<file path="src/rtl/mips_jump_pkg.sv">
// Shared decode constants and the jump-kind encoding for the ID-stage jump unit.
package mips_jump_pkg;

    localparam logic [5:0] OP_SPECIAL = 6'b000000;
    localparam logic [5:0] OP_J       = 6'b000010;
    localparam logic [5:0] OP_JAL     = 6'b000011;
    localparam logic [5:0] FN_JR      = 6'b001000;
    localparam logic [5:0] FN_JALR    = 6'b001001;
    localparam logic [4:0] RA_REG     = 5'd31;

    typedef enum logic [2:0] {
        JK_NONE = 3'd0,
        JK_J    = 3'd1,
        JK_JAL  = 3'd2,
        JK_JR   = 3'd3,
        JK_JALR = 3'd4
    } jump_kind_e;

    function automatic jump_kind_e decodeKind(input logic [5:0] op, input logic [5:0] funct);
        jump_kind_e kind;
        kind = JK_NONE;
        if (op == OP_J) begin
            kind = JK_J;
        end else if (op == OP_JAL) begin
            kind = JK_JAL;
        end else if (op == OP_SPECIAL && funct == FN_JR) begin
            kind = JK_JR;
        end else if (op == OP_SPECIAL && funct == FN_JALR) begin
            kind = JK_JALR;
        end
        return kind;
    endfunction

endpackage

</file>
<file path="src/rtl/ras_stack.sv">
// Circular return-address stack: a wrapping write pointer plus a saturating occupancy counter.
module ras_stack
    import mips_jump_pkg::*;
#(
    parameter int DEPTH = 8,
    parameter int WIDTH = 32,
    localparam int PW = $clog2(DEPTH),
    localparam int CW = $clog2(DEPTH + 1)
) (
    input  logic             i_clk,
    input  logic             i_reset,
    input  logic             i_push,
    input  logic             i_pop,
    input  logic [WIDTH-1:0] i_din,
    output logic [WIDTH-1:0] o_top,
    output logic             o_empty,
    output logic [CW-1:0]    o_count
);

    logic [WIDTH-1:0] mem_q [DEPTH];
    logic [PW-1:0]    ptr_q, ptr_d;
    logic [CW-1:0]    count_q, count_d;
    logic [PW-1:0]    wrIdx;
    logic             doPop;

    assign doPop   = i_pop && (count_q != '0);
    assign o_empty = (count_q == '0);
    assign o_count = count_q;
    assign o_top   = mem_q[ptr_q - 1'b1];

    // A simultaneous pop and push rewrites the top slot in place.
    always_comb begin
        ptr_d   = ptr_q;
        count_d = count_q;
        wrIdx   = doPop ? (ptr_q - 1'b1) : ptr_q;
        if (i_push && !doPop) begin
            ptr_d = ptr_q + 1'b1;
            if (count_q != CW'(DEPTH)) begin
                count_d = count_q + 1'b1;
            end
        end else if (doPop && !i_push) begin
            ptr_d   = ptr_q - 1'b1;
            count_d = count_q - 1'b1;
        end
    end

    always_ff @(posedge i_clk) begin
        if (i_reset) begin
            ptr_q   <= '0;
            count_q <= '0;
        end else begin
            ptr_q   <= ptr_d;
            count_q <= count_d;
        end
    end

    always_ff @(posedge i_clk) begin
        if (i_push) begin
            mem_q[wrIdx] <= i_din;
        end
    end

endmodule

</file>
<file path="src/rtl/u_jump_ras.sv">
// MIPS ID-stage jump unit: decodes J/JAL/JR/JALR, registers target/link for one cycle, checks JR $31 against a RAS.
module u_jump_ras
    import mips_jump_pkg::*;
#(
    parameter int DATA_WIDTH = 32,
    parameter int SIZEOP     = 6,
    parameter int RAS_DEPTH  = 8,
    parameter int RA_OFFSET  = 4,
    parameter bit ABS_TARGET = 1'b1,
    localparam int CW = $clog2(RAS_DEPTH + 1)
) (
    input  logic                  i_clk,
    input  logic                  i_reset,
    input  logic                  i_valid,
    input  logic                  i_stall,
    input  logic                  i_flush,
    input  logic [DATA_WIDTH-1:0] i_currentpc,
    input  logic [DATA_WIDTH-1:0] i_instruccion,
    input  logic [DATA_WIDTH-1:0] i_regA,
    output logic                  o_jump,
    output logic [DATA_WIDTH-1:0] o_pcjump,
    output logic [DATA_WIDTH-1:0] o_return_address,
    output logic                  o_rd_selector,
    output logic                  o_return,
    output logic                  o_ras_mispredict,
    output logic [CW-1:0]         o_ras_count
);

    logic [SIZEOP-1:0]     op, funct;
    logic [4:0]            rs;
    jump_kind_e            kind;
    logic                  accept, rsIsRa, rasEmpty, rasMiss, push, pop;
    logic [DATA_WIDTH-1:0] link, target, rasTop;

    logic                  jump_q, jump_d, ret_q, ret_d, rdSel_q, rdSel_d, misp_q, misp_d;
    logic [DATA_WIDTH-1:0] pcJump_q, pcJump_d, retAddr_q, retAddr_d;

    assign op      = i_instruccion[DATA_WIDTH-1 -: SIZEOP];
    assign funct   = i_instruccion[SIZEOP-1:0];
    assign rs      = i_instruccion[25:21];
    assign kind    = decodeKind(op, funct);
    assign rsIsRa  = (rs == RA_REG);
    assign accept  = i_valid && !i_stall && !i_flush;
    assign link    = i_currentpc + DATA_WIDTH'(RA_OFFSET);
    assign target  = ABS_TARGET ? {i_currentpc[DATA_WIDTH-1:28], i_instruccion[25:0], 2'b00}
                                : i_currentpc + DATA_WIDTH'({i_instruccion[25:0], 2'b00});
    assign rasMiss = rasEmpty || (rasTop != i_regA);
    assign push    = accept && (kind == JK_JAL || kind == JK_JALR);
    assign pop     = accept && rsIsRa && (kind == JK_JR || kind == JK_JALR);

    ras_stack #(.DEPTH(RAS_DEPTH), .WIDTH(DATA_WIDTH)) u_ras (
        .i_clk   (i_clk),
        .i_reset (i_reset),
        .i_push  (push),
        .i_pop   (pop),
        .i_din   (link),
        .o_top   (rasTop),
        .o_empty (rasEmpty),
        .o_count (o_ras_count)
    );

    // Flush only drops the control flags; target and link values simply hold.
    always_comb begin
        jump_d    = jump_q;
        ret_d     = ret_q;
        rdSel_d   = rdSel_q;
        misp_d    = misp_q;
        pcJump_d  = pcJump_q;
        retAddr_d = retAddr_q;
        if (!i_stall) begin
            jump_d = 1'b0;
            ret_d  = 1'b0;
            misp_d = 1'b0;
            if (!i_flush) begin
                rdSel_d = 1'b0;
                if (i_valid) begin
                    case (kind)
                        JK_J: begin
                            jump_d   = 1'b1;
                            pcJump_d = target;
                        end
                        JK_JAL: begin
                            jump_d    = 1'b1;
                            ret_d     = 1'b1;
                            rdSel_d   = 1'b1;
                            pcJump_d  = target;
                            retAddr_d = link;
                        end
                        JK_JR: begin
                            jump_d   = 1'b1;
                            pcJump_d = i_regA;
                            misp_d   = rsIsRa && rasMiss;
                        end
                        JK_JALR: begin
                            jump_d    = 1'b1;
                            ret_d     = 1'b1;
                            pcJump_d  = i_regA;
                            retAddr_d = link;
                            misp_d    = rsIsRa && rasMiss;
                        end
                        default: begin
                            jump_d = 1'b0;
                        end
                    endcase
                end
            end
        end
    end

    always_ff @(posedge i_clk) begin
        if (i_reset) begin
            jump_q    <= 1'b0;
            ret_q     <= 1'b0;
            rdSel_q   <= 1'b0;
            misp_q    <= 1'b0;
            pcJump_q  <= '0;
            retAddr_q <= '0;
        end else begin
            jump_q    <= jump_d;
            ret_q     <= ret_d;
            rdSel_q   <= rdSel_d;
            misp_q    <= misp_d;
            pcJump_q  <= pcJump_d;
            retAddr_q <= retAddr_d;
        end
    end

    assign o_jump           = jump_q;
    assign o_return         = ret_q;
    assign o_rd_selector    = rdSel_q;
    assign o_ras_mispredict = misp_q;
    assign o_pcjump         = pcJump_q;
    assign o_return_address = retAddr_q;

endmodule

</file>
<file path="config.mk">
export PLATFORM = sky130hd
export DESIGN_NAME = u_jump_ras
export DESIGN_NICKNAME = d
export VERILOG_FILES = /design/src/rtl/mips_jump_pkg.sv /design/src/rtl/ras_stack.sv /design/src/rtl/u_jump_ras.sv
export SDC_FILE = /design/constraint.sdc
export NUM_CORES = 1
export LEC_CHECK = 0
export CAP_MARGIN = 20
export CELL_PAD_IN_SITES_DETAIL_PLACEMENT = 0
export CELL_PAD_IN_SITES_GLOBAL_PLACEMENT = 1
export CORE_MARGIN = 3
export CORE_UTILIZATION = 42
export DETAILED_ROUTE_END_ITERATION = 16
export PLACE_DENSITY_LB_ADDON = 0.1
export SETUP_SLACK_MARGIN = 0.5
export SLEW_MARGIN = 10
export SYNTH_ARGS = -nofsm -noshare
export SYNTH_HDL_FRONTEND = slang
export SYNTH_SLANG_ARGS = --single-unit
</file>
<file path="constraint.sdc">
create_clock -name i_clk -period 4.5 [get_ports i_clk]
set_input_delay 0.9 -clock i_clk [delete_from_list [all_inputs] [get_ports i_clk]]
set_output_delay 0.9 -clock i_clk [all_outputs]
set_load 0.005 [all_outputs]
</file>
Yosys cells after proc, flatten, opt, wreduce, memory -nomap -nowiden
Memories as Yosys holds them, arrays and structs flattened.
Index checks and enable logic that the tools add are counted.
{"block": "word_totals", "ff_bits": 75, "mem_bits_rw": 256, "in_bits": 101, "output_inout_bits": 72, "wordCells": 83, "memories": 1}
{"memory": "u_ras.mem_q", "words": 8, "word_bits": 32, "read_ports": 1, "rd_ports_with_merged_regs": 0, "write_ports": 1, "line_no": "ras_stack.sv:20", "rtl": "logic [WIDTH-1:0] mem_q [DEPTH];"}
{"block": "op_classes", "n_addsub": 5, "n_eq_ne": 12, "mux": 24, "n_bitwise": 2, "n_reduce_logical": 31}
{"cell": "32-bit case mux with 2 select lines", "n": 1}
{"cell": "32-bit by 3-bit adder with 32-bit output (second input constant)", "n": 1}
{"cell": "32-bit != test", "n": 1}
{"cell": "3-bit 2-to-1 mux", "n": 7}
{"cell": "1-bit 2-to-1 mux", "n": 13}
{"cell": "6-bit by 2-bit == test with 1-bit output (second input constant)", "n": 2}
{"cell": "6-bit by 4-bit == test with 1-bit output (second input constant)", "n": 2}
{"cell": "4-bit 2-to-1 mux", "n": 3}
{"cell": "1-bit logical AND", "n": 11}
{"cell": "4-bit AND reduction", "n": 2}
{"cell": "3-bit by 2-bit == test with 1-bit output (second input constant)", "n": 2}
{"cell": "6-bit zero test", "n": 1}
{"cell": "2-bit OR reduction", "n": 3}
{"cell": "5-bit == test (second input constant)", "n": 1}
{"cell": "4-bit by 1-bit adder with 4-bit output (second input constant)", "n": 1}
{"cell": "1-bit zero test", "n": 4}
{"cell": "4-bit zero test", "n": 1}
{"cell": "4-bit != test (second input constant)", "n": 1}
{"cell": "2-bit AND reduction", "n": 2}
{"cell": "2-bit nonzero test", "n": 2}
{"cell": "4-bit nonzero test", "n": 1}
{"cell": "4-bit OR reduction", "n": 1}
{"cell": "4-bit by 1-bit subtractor with 4-bit output (second input constant)", "n": 1}
{"cell": "3-bit by 1-bit adder with 3-bit output (second input constant)", "n": 1}
{"cell": "other kinds (6)", "n": 9}

Longest topological paths before layout
{"block": "logic_depth", "depth_word": 14, "depth_mapped": 14, "depth_no_buf": 11}

Modules after synthesis
From an unflattened synthesis, not the netlist that was laid out.
{"block": "hier_totals", "cells_unflattened": 870, "area_unflattened_um2": 13784.5}
{"module": "ras_stack", "n_inst": 1, "cells_per_inst": 452, "area_each_um2": 10242.3, "seq_area_each_um2": 7827.5}
{"module": "u_jump_ras", "n_inst": 1, "cells_per_inst": 418, "area_each_um2": 3542.1, "seq_area_each_um2": 1361.3}

Least setup slack after synthesis
OpenSTA, ideal clock, no wires.
{"block": "synth_path", "path_kind": "input to register", "start": "input port i_instruccion[26]", "end": "memory u_ras.mem_q[5][0] (enable)", "setup_time_ps": 421, "t_arrival_ps": 3974, "required_time_ps": 4079, "path_slack_ps": 105, "cell_stages": 8, "path_buffers": 1, "path_cell_list": "nor4b_2 nand3_2 or4_1 clkbuf_2 or3_1 nand2_1 a21oi_1 nor2_1"}
{"block": "synth_via", "elab_chain_cells": 11, "word_cells_on_any_way": 20, "cone_classes": "eq/ne: 5; mux: 7; reduce/logical: 8"}
{"item": "start, declared", "line_no": "u_jump_ras.sv:18", "rtl": "input logic [DATA_WIDTH-1:0] i_instruccion,"}
{"item": "6-bit zero test", "line_no": "mips_jump_pkg.sv:26, mips_jump_pkg.sv:28"}
{"item": "1-bit logical AND", "line_no": "mips_jump_pkg.sv:28", "rtl": "end else if (op == OP_SPECIAL && funct == FN_JALR) begin"}
{"item": "3-bit 2-to-1 mux", "line_no": "mips_jump_pkg.sv:28"}
{"item": "3-bit 2-to-1 mux", "line_no": "mips_jump_pkg.sv:26", "rtl": "end else if (op == OP_SPECIAL && funct == FN_JR) begin"}
{"item": "3-bit 2-to-1 mux", "line_no": "mips_jump_pkg.sv:24", "rtl": "end else if (op == OP_JAL) begin"}
{"item": "3-bit 2-to-1 mux (*)", "line_no": "mips_jump_pkg.sv:22", "rtl": "if (op == OP_J) begin"}
{"item": "3-bit by 2-bit == test with 1-bit output (tied with other cells)", "line_no": "u_jump_ras.sv:48", "rtl": "assign push = accept && (kind == JK_JAL || kind == JK_JALR);"}
{"item": "1-bit logical OR (on tied branches)", "line_no": "u_jump_ras.sv:48, u_jump_ras.sv:49"}
{"item": "1-bit logical AND (on tied branches)", "line_no": "u_jump_ras.sv:48, u_jump_ras.sv:49"}
{"item": "1-bit 2-to-1 mux / 1-bit logical AND (equally long branches)", "line_no": "ras_stack.sv:58, ras_stack.sv:26"}
{"item": "1-bit 2-to-1 mux (not written as such) / 3-bit 2-to-1 mux (equally long branches)", "line_no": "ras_stack.sv:59, ras_stack.sv:35"}
{"item": "end, declared", "line_no": "ras_stack.sv:20"}
Mark *: on every way between the ends. The rest lies on a longest branch, timed or not.

Worst setup path after layout
{"block": "layout_path", "start": "input port i_instruccion[26]", "end": "register u_ras.count_q[3] (netlist: u_ras.o_count[3])"}
{"block": "layout_via", "elab_chain_cells": 14, "word_cells_on_any_way": 25, "cone_classes": "eq/ne: 6; mux: 5; reduce/logical: 14"}
{"item": "6-bit zero test", "line_no": "mips_jump_pkg.sv:26, mips_jump_pkg.sv:28"}
{"item": "1-bit logical AND", "line_no": "mips_jump_pkg.sv:28"}
{"item": "3-bit 2-to-1 mux", "line_no": "mips_jump_pkg.sv:28"}
{"item": "3-bit 2-to-1 mux", "line_no": "mips_jump_pkg.sv:26"}
{"item": "3-bit 2-to-1 mux", "line_no": "mips_jump_pkg.sv:24"}
{"item": "3-bit 2-to-1 mux (*)", "line_no": "mips_jump_pkg.sv:22"}
{"item": "3-bit by 2-bit == test with 1-bit output / 3-bit == test (equally long branches)", "line_no": "u_jump_ras.sv:49, u_jump_ras.sv:48"}
{"item": "1-bit logical OR", "line_no": "u_jump_ras.sv:49", "rtl": "assign pop = accept && rsIsRa && (kind == JK_JR || kind == JK_JALR);"}
{"item": "1-bit logical AND", "line_no": "u_jump_ras.sv:49"}
{"item": "1-bit logical AND", "line_no": "ras_stack.sv:26", "rtl": "assign doPop = i_pop && (count_q != '0);"}
{"item": "1-bit zero test", "line_no": "ras_stack.sv:36", "rtl": "if (i_push && !doPop) begin"}
{"item": "1-bit logical AND", "line_no": "ras_stack.sv:36"}
{"item": "2-bit != test (no source line) / 2-bit nonzero test (equally long branches)"}
{"item": "2-bit AND reduction (no source line)"}
{"item": "end signal, assigned", "line_no": "ras_stack.sv:53", "rtl": "count_q <= count_d;"}
{"item": "end, declared", "line_no": "ras_stack.sv:22", "rtl": "logic [CW-1:0] count_q, count_d;"}
Marks and branches as above.
A chain may end at the register's enable or synchronous reset.

==> results.sh <==
export IMPL_htree_levels=2
export IMPL_die_area_sq_mm=0.0358
export IMPL_port_buffers=172
export IMPL_cts_tree="built"
export IMPL_whs_ns=0.464
export IMPL_final_hold_violation_count=0
export IMPL_wl_per_cell_microns=23.8
export IMPL_synth_async_reset_ratio_pct=0
export IMPL_avgSynthCellArea_sq_um=14.3
export IMPL_post_cts_setup_buffers=0
export IMPL_clock_latency_ns=0.52
export IMPL_start_util_pct=43.0
export IMPL_cts_clk_slew_worst_paths_ns=0.06
export IMPL_slew_viol_final=0
export IMPL_grt_max_degree=82
export IMPL_vias=9021
export IMPL_yosysSeqAreaShare_pct=65.2
export IMPL_synthCells=988
export IMPL_required_ns=4.92
export IMPL_syn_cell_area_sq_mm=0.0141
export IMPL_maxSlewHeadroom_pct=37.6
export IMPL_critPathArrivalTime_ns=4.15
export IMPL_first_iter_violations=573
export IMPL_routed_wirelength_microns=39500
export IMPL_die_w_microns=189
export IMPL_core_area_sq_mm=0.0328
export IMPL_synth_seq_cells=331
export IMPL_drive_gt1_share_pct=15.4
export IMPL_rsz0062_at_grt="no"
export IMPL_antenna_found_initial=0
export IMPL_end_kind="flop"
export IMPL_setup_viol=0
export IMPL_remaining_drc_errors=0
export IMPL_power_density_mw_per_mm2=366
export IMPL_hpwlAfterDp_microns=28000
export IMPL_nFillCells=2779
export IMPL_crit_path_start_kind="input port"
export IMPL_outcome="finished, final reports clean"
export IMPL_ios=173
export IMPL_ctsResizeCount=0
export IMPL_setup_tns_ns=0
export IMPL_gp_congestion=0.809
export IMPL_ctsHoldBuffers=0
export IMPL_hp_class="reg2reg"
export IMPL_grt_pass1_vias=9004
export IMPL_cts_sinks=331
export IMPL_period_needed_ns=3.72
export IMPL_synth_enable_flop_cells=256
export IMPL_fin_nets=1298
export IMPL_diodes=0
export IMPL_worstSetupPathType="in2reg"
export IMPL_drv_cap=0
export IMPL_leakage_nw=5.71
export IMPL_clock_root_buffer="clkbuf_16"
export IMPL_antenna_left=0
export IMPL_syn2layout_area_growth_pct=26.7
export IMPL_syn_nets=1096
export IMPL_final_cell_mix="edfxtp_1 (256), clkdlybuf4s50_1 (171), nand2_1 (103), nor2_1 (86), dfxtp_1 (74)"
export IMPL_worst_pin_slew_ns=0.930
export IMPL_fmaxAchievable_mhz=269
export IMPL_synth_ff_type="edfxtp_1"
export IMPL_die_y_microns=189
export IMPL_grtUsageTotal_pct=22.0
export IMPL_overflow=0
export IMPL_first_pass_iters=5
export IMPL_ys_types=55
export IMPL_final_common_cell="edfxtp_1"
export IMPL_finalCritPeriodShare_pct=82.8
export IMPL_rows=66
export IMPL_critPathMaxFanout=7
export IMPL_vias_per_cell=5.44
export IMPL_ys_warnings_count=0
export IMPL_grt_first_pass_wirelength_microns=58900
export IMPL_clock_path_buffers=3
export IMPL_skew_ns=0.0173
export IMPL_numCtsBuffers=37
export IMPL_vdd_drop_max_uv=245
[routing by layer]
layer,up-vias,GRT usage [%],wire length [microns]
met4,0,4.67,625
met1,4494,31.8,17900
met3,51,4.81,2910
li1,4175,-,-
met5,-,0,0
met2,301,34.5,18000
[cells in the mapped netlist (all sizes together), types with 19 or more instances]
cell / number / area share [%]
mux2i: 21 / 1.5
mux4: 65 / 10
edfxtp: 256 / 55
nor2: 94 / 2.5
a311oi: 26 / 1.6
inv: 32 / 0.85
dfxtp: 75 / 11
a211oi: 19 / 1.0
buf: 22 / 0.84
nand2: 103 / 2.7
a21oi: 35 / 1.2
xnor2: 49 / 3.0
nor3: 20 / 0.71
clkbuf: 28 / 0.76
nand3: 23 / 0.85
xor2: 21 / 1.3
[kinds of logic (layout without fill, tap and decap cells)]
logic type | after synthesis | after routing | synth area share, %
DFF | 331 | 331 | 65.2
muxes | 87 | 87 | 12.0
AOI/OAI and AO/OA | 120 | 120 | 5.93
adders and majority gates | 7 | 7 | 0.622
xor gates and xnor gates | 70 | 70 | 4.35
and+or+nand+nor | 291 | 291 | 9.43
buffers and inverters | 82 | 311 | 2.45
[power breakdown]
part	leakage (nW)	internal, mW	switching, mW
logic	2.21	0.124	0.159
clock network	0.595	1.77	1.19
registers	2.90	3.29	0.00118
[final timing paths]
| check | startpoint | to | slack [ns] | cells after the start |
|---|---|---|---|---|
| setup / recovery | i_instruccion[26] | u_ras.o_count[3]$_SDFFE_PP0P_ | 0.78 | 12 |
| hold / removal | o_return_address[19]$_SDFFE_PP0P_ | o_return_address[19]$_SDFFE_PP0P_ | 0.46 | 2 |
| setup reg to reg | u_ras.ptr_q[0]$_SDFFE_PP0P_ | o_ras_mispredict$_SDFFE_PP0N_ | 1.05 | 10 |
| hold reg to reg | o_return_address[19]$_SDFFE_PP0P_ | o_return_address[19]$_SDFFE_PP0P_ | 0.46 | 2 |
[worst max-delay path, cell delays in order]
cell and delay [ns]:
clkdlybuf4s50_1 0.43, nor4b_2 0.46, nand3_1 0.24, or2_2 0.33, or3_1 0.42, ha_1 0.30
inv_1 0.08, ha_1 0.25, a31o_2 0.24, a31oi_1 0.17, xnor2_1 0.09, a211oi_1 0.23
[per-stage QoR]
step / utilization (%) / instance area (sq um) / power (mW) / worst slack [ns] / cells
after floorplan: - / 14100 / 3.45 / 0.105 / 988
final: 54.4 / 17800 / 6.54 / 0.776 / 1659
after detailed placement: 50.8 / 16700 / 3.64 / 0.289 / 1593
after CTS: 54.4 / 17800 / 6.61 / 0.812 / 1659
after global placement: 50.8 / 16700 / 3.64 / 0.283 / 1593
after global routing: 54.4 / 17800 / 6.75 / 0.594 / 1659
[final cells by class]
class	instances	area, sq um	share of cell area, %
Timing Repair Buffer	213	2150	12.0
Multi-Input combinational cell	575	4640	26.0
Clock inverter	20	181	1.02
Sequential cell	331	9190	51.5
Clock buffer	46	1010	5.66
Inverter	32	120	0.673
Tap cell	442	553	3.10
[state kept, by name (all words and copies together) (netlist names)]
name and count:
o_rd_selector 1, o_ras_mispredict 1, u_ras.mem_q 256, o_return 1, o_jump 1, o_return_address 32, u_ras.o_count 4, u_ras.ptr_q 3
o_pcjump 32
(Power assumes the default switching activity.)
